$ cat src/rtl/mips_bus_initiator.sv
`default_nettype none
// ============================================================================
// mips_bus_initiator : single-outstanding load/store initiator for the MIPS
// core's word-addressed memory bus (lane steering, waits, load extension).
// Revision: 1.0
// ============================================================================
module mips_bus_initiator (
  input  logic        clk,
  input  logic        reset,
  input  logic        req_valid,
  output logic        req_ready,
  input  logic        req_write,
  input  logic [1:0]  req_size,
  input  logic        req_signed,
  input  logic [31:0] req_addr,
  input  logic [31:0] req_wdata,
  output logic        resp_valid,
  output logic [31:0] resp_rdata,
  output logic        resp_error,
  output logic [31:0] address,
  output logic        read,
  output logic        write,
  output logic [3:0]  byteenable,
  output logic [31:0] writedata,
  input  logic [31:0] readdata,
  input  logic        waitrequest
);

  typedef enum logic [2:0] {
    S_IDLE   = 3'd0,
    S_BUS    = 3'd1,
    S_RDWAIT = 3'd2,
    S_RESP   = 3'd3,
    S_ERR    = 3'd4
  } state_t;

  state_t      r_state, w_state_nx;
  logic        r_is_write, w_is_write_nx;
  logic [1:0]  r_size, w_size_nx;
  logic        r_signed, w_signed_nx;
  logic [1:0]  r_lane, w_lane_nx;

  logic        w_read_nx, w_write_nx, w_resp_valid_nx, w_resp_error_nx;
  logic [31:0] w_address_nx, w_writedata_nx, w_resp_rdata_nx;
  logic [3:0]  w_byteenable_nx;

  logic        w_bad;
  logic [3:0]  w_be;
  logic [31:0] w_wd;
  logic [7:0]  w_byte;
  logic [15:0] w_half;
  logic [31:0] w_load;

  assign req_ready = (r_state == S_IDLE) && reset;

  // Request decode: alignment check, byte enables and lane replication.
  always_comb begin
    w_bad = 1'b0;
    w_be  = 4'b0000;
    w_wd  = req_wdata;
    case (req_size)
      2'b00: begin
        w_be = 4'b0001 << req_addr[1:0];
        w_wd = {4{req_wdata[7:0]}};
      end
      2'b01: begin
        w_bad = req_addr[0];
        w_be  = req_addr[1] ? 4'b1100 : 4'b0011;
        w_wd  = {2{req_wdata[15:0]}};
      end
      2'b10: begin
        w_bad = |req_addr[1:0];
        w_be  = 4'b1111;
      end
      default: w_bad = 1'b1;
    endcase
  end

  always_comb begin
    case (r_lane)
      2'd0:    w_byte = readdata[7:0];
      2'd1:    w_byte = readdata[15:8];
      2'd2:    w_byte = readdata[23:16];
      default: w_byte = readdata[31:24];
    endcase
    w_half = r_lane[1] ? readdata[31:16] : readdata[15:0];
    case (r_size)
      2'b00:   w_load = {{24{r_signed & w_byte[7]}}, w_byte};
      2'b01:   w_load = {{16{r_signed & w_half[15]}}, w_half};
      default: w_load = readdata;
    endcase
  end

  always_comb begin
    w_state_nx      = r_state;
    w_is_write_nx   = r_is_write;
    w_size_nx       = r_size;
    w_signed_nx     = r_signed;
    w_lane_nx       = r_lane;
    w_read_nx       = read;
    w_write_nx      = write;
    w_address_nx    = address;
    w_byteenable_nx = byteenable;
    w_writedata_nx  = writedata;
    w_resp_valid_nx = 1'b0;
    w_resp_error_nx = 1'b0;
    w_resp_rdata_nx = resp_rdata;
    case (r_state)
      S_IDLE: begin
        if (req_valid) begin
          w_is_write_nx = req_write;
          w_size_nx     = req_size;
          w_signed_nx   = req_signed;
          w_lane_nx     = req_addr[1:0];
          if (w_bad) begin
            w_state_nx      = S_ERR;
            w_resp_valid_nx = 1'b1;
            w_resp_error_nx = 1'b1;
            w_resp_rdata_nx = 32'd0;
          end else begin
            w_state_nx      = S_BUS;
            w_read_nx       = ~req_write;
            w_write_nx      = req_write;
            w_address_nx    = {req_addr[31:2], 2'b00};
            w_byteenable_nx = w_be;
            w_writedata_nx  = w_wd;
          end
        end
      end
      S_BUS: begin
        if (!waitrequest) begin
          w_read_nx  = 1'b0;
          w_write_nx = 1'b0;
          if (r_is_write) begin
            w_state_nx      = S_RESP;
            w_resp_valid_nx = 1'b1;
            w_resp_rdata_nx = 32'd0;
          end else begin
            w_state_nx = S_RDWAIT;
          end
        end
      end
      S_RDWAIT: begin
        w_state_nx      = S_RESP;
        w_resp_valid_nx = 1'b1;
        w_resp_rdata_nx = w_load;
      end
      default: begin
        w_state_nx      = S_IDLE;
        w_resp_rdata_nx = 32'd0;
      end
    endcase
  end

  always_ff @(posedge clk or negedge reset) begin
    if (!reset) begin
      r_state    <= S_IDLE;
      r_is_write <= 1'b0;
      r_size     <= 2'b00;
      r_signed   <= 1'b0;
      r_lane     <= 2'b00;
      read       <= 1'b0;
      write      <= 1'b0;
      address    <= 32'd0;
      byteenable <= 4'b0000;
      writedata  <= 32'd0;
      resp_valid <= 1'b0;
      resp_error <= 1'b0;
      resp_rdata <= 32'd0;
    end else begin
      r_state    <= w_state_nx;
      r_is_write <= w_is_write_nx;
      r_size     <= w_size_nx;
      r_signed   <= w_signed_nx;
      r_lane     <= w_lane_nx;
      read       <= w_read_nx;
      write      <= w_write_nx;
      address    <= w_address_nx;
      byteenable <= w_byteenable_nx;
      writedata  <= w_writedata_nx;
      resp_valid <= w_resp_valid_nx;
      resp_error <= w_resp_error_nx;
      resp_rdata <= w_resp_rdata_nx;
    end
  end

endmodule
`default_nettype wire

$ cat config.mk
export PLATFORM = sky130hd
export DESIGN_NAME = mips_bus_initiator
export DESIGN_NICKNAME = d
export VERILOG_FILES = /design/src/rtl/mips_bus_initiator.sv
export SDC_FILE = /design/constraint.sdc
export NUM_CORES = 1
export LEC_CHECK = 0
export CELL_PAD_IN_SITES_DETAIL_PLACEMENT = 0
export CELL_PAD_IN_SITES_GLOBAL_PLACEMENT = 2
export CORE_UTILIZATION = 26
export CTS_CLUSTER_DIAMETER = 100
export DETAILED_ROUTE_END_ITERATION = 16
export PLACE_DENSITY = 0.85
export SLEW_MARGIN = 0
export SYNTH_ARGS = -nofsm -noshare
export SYNTH_HDL_FRONTEND = slang
export SYNTH_SLANG_ARGS = --single-unit
$ cat constraint.sdc
create_clock -name clk -period 2.15 [get_ports clk]
set_input_delay 0.3225 -clock clk [delete_from_list [all_inputs] [get_ports clk]]
set_output_delay 0.3225 -clock clk [all_outputs]
set_load 0.02 [all_outputs]
== After elaboration in Yosys (flattened, before gate mapping) ==
Index checks and enable logic that the tools add are counted.
Word-level totals
  bits of input ports: 104
  output and inout bits: 105
  word-level logic and storage cells: 72
  register bits after elaboration: 111
Cells by class
  bitwise operators: 4
  reductions and logical operators: 12
  shift operators: 1
  eq/ne operators: 12
  mux-type cells: 30
Operators with widths (count)
  $mux 32: 4
  $pmux 32 s2: 2
  $pmux 32 s3: 1
  $pmux 8 s3: 1
  $mux 16: 1
  $pmux 4 s3: 1
  $mux 1: 11
  $ne 2x2->1 const B: 5
  $mux 3: 3
  $pmux 3 s3: 1
  $reduce_and 4->1: 2
  $eq 2x1->1 const B: 3
  $logic_not 2->1: 3
  $pmux 1 s3: 2
  $eq 2x2->1 const B: 2
  $mux 4: 1
  $pmux 1 s2: 2
  $reduce_and 2->1: 2
  $shl 1x2->4 const A: 1
  $eq 3x1->1 const B: 1
  $eq 3x2->1 const B: 1
  $logic_not 3->1: 1
  $reduce_and 3->1: 1
  $and 1x1->1: 2
  4 further kinds: 5

== Longest topological paths before layout ==
  depth after elaboration: 5
  depth in mapped cells: 7
  gate-level depth less buffers: 4

== Worst setup path after synthesis ==
Ideal clock, no wire load.
  kind: flip-flop to flip-flop
  start: register r_lane[1]
  end: register resp_rdata[21]
  setup time: 0.123 ns
  buffers on the path: 2
  path slack: 0.269 ns
  stages on the path, launching flop included: 7
  data required time: 2.027 ns
  clock period less this slack: 1.881 ns
  arrival time: 1.757 ns
  cells stage by stage: dfrtp_1 > clkbuf_1 > mux2_2 > a31o_2 > a32oi_1 > buf_2 > o2bb2ai_1
On the way
  word-level cells in the longest chain between the ends: 5
  elaborated cells between the ends (all ways): 9
Ends and longest elaborated chain
  start: declaration: line 41  | logic [1:0] r_lane, w_lane_nx;
  start signal: assignment: line 175  | r_lane <= w_lane_nx;
  $eq 2x2->1 (tied with other cells): line 80  | case (r_lane)
  $pmux 8 s3: line 80
  $and 1x1->1: line 88  | 2'b00: w_load = {{24{r_signed & w_byte[7]}}, w_byte};
  $pmux 32 s2 *: line 87  | case (r_size)
  $pmux 32 s3 *: line 108  | case (r_state)
  end signal: assignment: line 183  | resp_rdata <= w_resp_rdata_nx;
  end: declaration: line 18  | output logic [31:0] resp_rdata,
Mark *: on every way between the ends. The rest lies on a longest branch, timed or not.
A chain may end at the register's enable or synchronous reset.

== Worst setup path after layout ==
  start: input req_size[0]
  end: register resp_rdata[5]
On the way
  word-level cells in the longest chain between the ends: 4
  elaborated cells between the ends (all ways): 6
Ends and longest elaborated chain
  start: declaration: line 13  | input logic [1:0] req_size,
  $eq 2x2->1 (tied with other cells): line 61  | case (req_size)
  $pmux 1 s3 *: line 61
  $ne 2x2->1 (no source line) *
  $reduce_and 4->1 (no source line) *
Marks and branches as above.

==> results <==
==> registers in the layout, indices dropped and copies added, names as in the netlist <==
register	flops
address	30
byteenable	4
r_is_write	1
r_lane	2
r_signed	1
r_size	2
r_state	3
read	1
resp_error	1
resp_rdata	32
resp_valid	1
write	1
writedata	32
==> area by class of cell <==
type,count,area share (%)
clock buffer,10,2.89
clock inverter,6,0.726
inverter,3,0.142
multi-input combinational,311,27.6
sequential,111,35.1
tap,260,4.11
timing repair buffer,238,29.5
==> cell families (layout without fill, tap and decap cells) <==
kind of cell	Yosys count	count (layout)	share of synthesized area, %
multiplexers	64	64	13.5
AO/OA/AOI/OAI	136	136	18.4
XOR/XNOR	1	1	0.171
other	1	2	0.0732
flip-flops	111	111	54.2
AND/OR/NAND/NOR	108	108	9.89
buffers and inverters	43	257	3.81
==> synth_stat cells, types with 2 or more instances <==
library cell	number	share of area, %
a21o_1	14	2.1
a21oi_1	19	1.9
a221o_1	9	1.8
a221oi_1	9	1.5
a22o_1	10	1.7
and2_1	2	0.24
and3_1	2	0.24
buf_1	2	0.15
buf_2	3	0.29
buf_4	4	0.59
buf_6	2	0.44
clkbuf_1	29	2.1
dfrtp_1	111	54
inv_1	3	0.22
mux2_2	39	8.6
mux2i_1	25	4.9
nand2_1	49	3.6
nand2b_1	6	0.73
nor2_1	27	2.0
nor2b_1	9	1.1
nor3_1	2	0.20
nor4b_1	2	0.34
o21ai_0	40	3.9
o22ai_1	7	0.85
o2bb2ai_1	16	2.7
o311ai_0	2	0.34
or4b_1	2	0.39
==> worst register-to-register path, delay by kind of cell (launching register included) <==
kind,cells,cell delay [ns]
simple gates,2,0.89
flops,1,0.45
buf+inv,1,0.26
compound gates,1,0.20
==> repair_timing <==
item | CTS | global route
endpoints found under the hold margin | 0 | 0
gates resized for setup | 2 | 1
endpoints found under the setup margin | 1 | 3
==> placed cells by master (no fill, tap or decap), types with 2 or more instances in the layout <==
cell               n
mux2i_1           25
nand2_1           49
a21oi_1           19
o2bb2ai_1         16
nor2_1            27
clkdlybuf4s50_1  204
inv_8              2
and3_1             2
buf_12             3
buf_4             30
o21ai_0           40
conb_1             2
clkbuf_16          9
nor4b_2            2
and2_1             2
nand2b_1           6
o311ai_0           2
mux2_2            39
inv_1              3
nor3_1             2
clkinv_4           2
nor2b_1            9
dfrtp_1          111
a22o_1            10
or4b_1             2
a221oi_1           9
a21o_1            14
a221o_1            9
inv_6              2
o22ai_1            7
==> how the worst max path moves through the flow <==
stage,to,slack [ns]
2_1_floorplan,resp_rdata[21],0.27
3_3_place_gp,resp_rdata[0],-0.24
4_1_cts,resp_rdata[1],0.09
5_1_grt,resp_rdata[1],0.01
6_report,resp_rdata[5],0.07
3_5_place_dp,resp_rdata[1],-0.29
==> through the flow <==
step	hold WS (ns)	utilization (%)	total power, mW	setup TNS (ns)
after floorplan	0.0269	-	6.65	0
after global placement	0.460	40.1	9.42	-6.56
final	0.0791	41.7	11.1	0
after CTS	0.104	41.6	11.3	0
after global routing	0.114	41.7	11.9	0
after detailed placement	0.471	40.1	9.54	-8.67
==> power by group <==
group | internal (mW) | switching (mW)
combinational | 2.85 | 2.90
clock | 0.819 | 0.855
sequential | 3.06 | 0.653
total | 6.73 | 4.41
==> per-layer routing <==
metal / vias up / part of all wire [%] / global-route usage [%]
met5: - / 0 / 0
met4: 0 / 1.1 / 5.15
met3: 10 / 10 / 6.16
met2: 192 / 45 / 25.7
met1: 2185 / 43 / 21.0
li1: 2103 / - / -
==> results.sh <==
export IMPL_async_reset_ff_share_pct=100
export IMPL_hpwl_mm=12.1
export IMPL_slowest_stage="clkdlybuf4s50_1"
export IMPL_dpl_cell_area_mm2=0.00762
export IMPL_synthCells=464
export IMPL_tightest_slew_ns=0.854
export IMPL_cts_buffers=9
export IMPL_ys_types=46
export IMPL_cap_violations=0
export IMPL_ant_nets=0
export IMPL_peakVddDrop_mv=0.621
export IMPL_startpoint="req_size[0]"
export IMPL_yosysSeqAreaShare_pct=54.2
export IMPL_reg2reg_setup_slack_ns=0.24
export IMPL_post_route_period_util_pct=96.9
export IMPL_skew_ns=0.0132
export IMPL_reg2reg_depth=4
export IMPL_stdcell_count=939
export IMPL_crit_required_ns=2.39
export IMPL_grt_max_degree=112
export IMPL_final_hold_viol_count=0
export IMPL_start_kind="primary input"
export IMPL_viasPerCell=4.78
export IMPL_final_cell_area_mm2=0.00792
export IMPL_flow_area_growth_from_synthesis_pct=54.6
export IMPL_core_area_mm2=0.0190
export IMPL_rsz0062_at_grt="no"
export IMPL_postSynthAreaPerCell_um2=11.0
export IMPL_cts_clk_slew_worst_paths_ns=0.07
export IMPL_slew_viol_final=0
export IMPL_die_w_um=142
export IMPL_io_pins=209
export IMPL_synth_flop_cell="dfrtp_1"
export IMPL_antenna_found_initial=0
export IMPL_hold_path_class="primary input to asynchronous set/reset pin"
export IMPL_clock_sinks=111
export IMPL_end_kind="flop"
export IMPL_wl_mm=16.3
export IMPL_drc=0
export IMPL_multiInputGateArea_mm2=0.00219
export IMPL_reg2reg_from="r_state[0]"
export IMPL_die_area_mm2=0.0203
export IMPL_cts_tree="done"
export IMPL_p_leak_nw=3.43
export IMPL_grt_pass1_wl_mm=25.7
export IMPL_drt_iter0_markers=154
export IMPL_grt_pass1_vias=4685
export IMPL_gp_congestion=0.825
export IMPL_setup_violations=0
export IMPL_syn_area_mm2=0.00512
export IMPL_worst_slack_ns=0.0656
export IMPL_layout_min_cycle_time_ns=2.08
export IMPL_r2r_end="resp_rdata[5]"
export IMPL_grt_total_usage_pct=16.4
export IMPL_yosys_warnings=0
export IMPL_clk_latency_ns=0.36
export IMPL_run_status="finished, final reports clean"
export IMPL_fp_dieH_um=142
export IMPL_yosys_register_bits=111
export IMPL_grt_overflow=0
export IMPL_num_antenna_cells=0
export IMPL_slew_headroom_pct=42.8
export IMPL_synth_edf_count=0
export IMPL_route_vias_total=4490
export IMPL_place_ws_ns=-0.291
export IMPL_crit_chain="clkdlybuf4s50_1, nor3_2, or4b_1, and3_1, buf_4, a21o_1"
export IMPL_dp_cells=923
export IMPL_h_tree_depth=3
export IMPL_rows=50
export IMPL_io_buffers=206
export IMPL_clock_path_buffers=2
export IMPL_fin_nets=778
export IMPL_wl_per_cell_um=17.3
export IMPL_start_util_pct=26.9
export IMPL_hold_buffers=0
export IMPL_root_buffer="clkbuf_16"
export IMPL_crit_type="primary input to flop"
export IMPL_drtPass1Iterations=4
export IMPL_regArea_mm2=0.00278
export IMPL_max_stage_delay_ns=0.59
export IMPL_fmax_mhz=480
export IMPL_critPathTopFamily="simple AND/OR/NAND/NOR gates"
export IMPL_cp_data_arrival_time_ns=2.32
export IMPL_path_max_fanout=18
export IMPL_path_buf_inv=2
export IMPL_p_per_area_mw_per_mm2=1410
export IMPL_layout_drive_gt1_share_pct=14.1
export IMPL_cts_setup_buffers=0
export IMPL_nFillCells=1867
export IMPL_cp_depth=6
No activity file was read; power rests on OpenSTA's default activity.
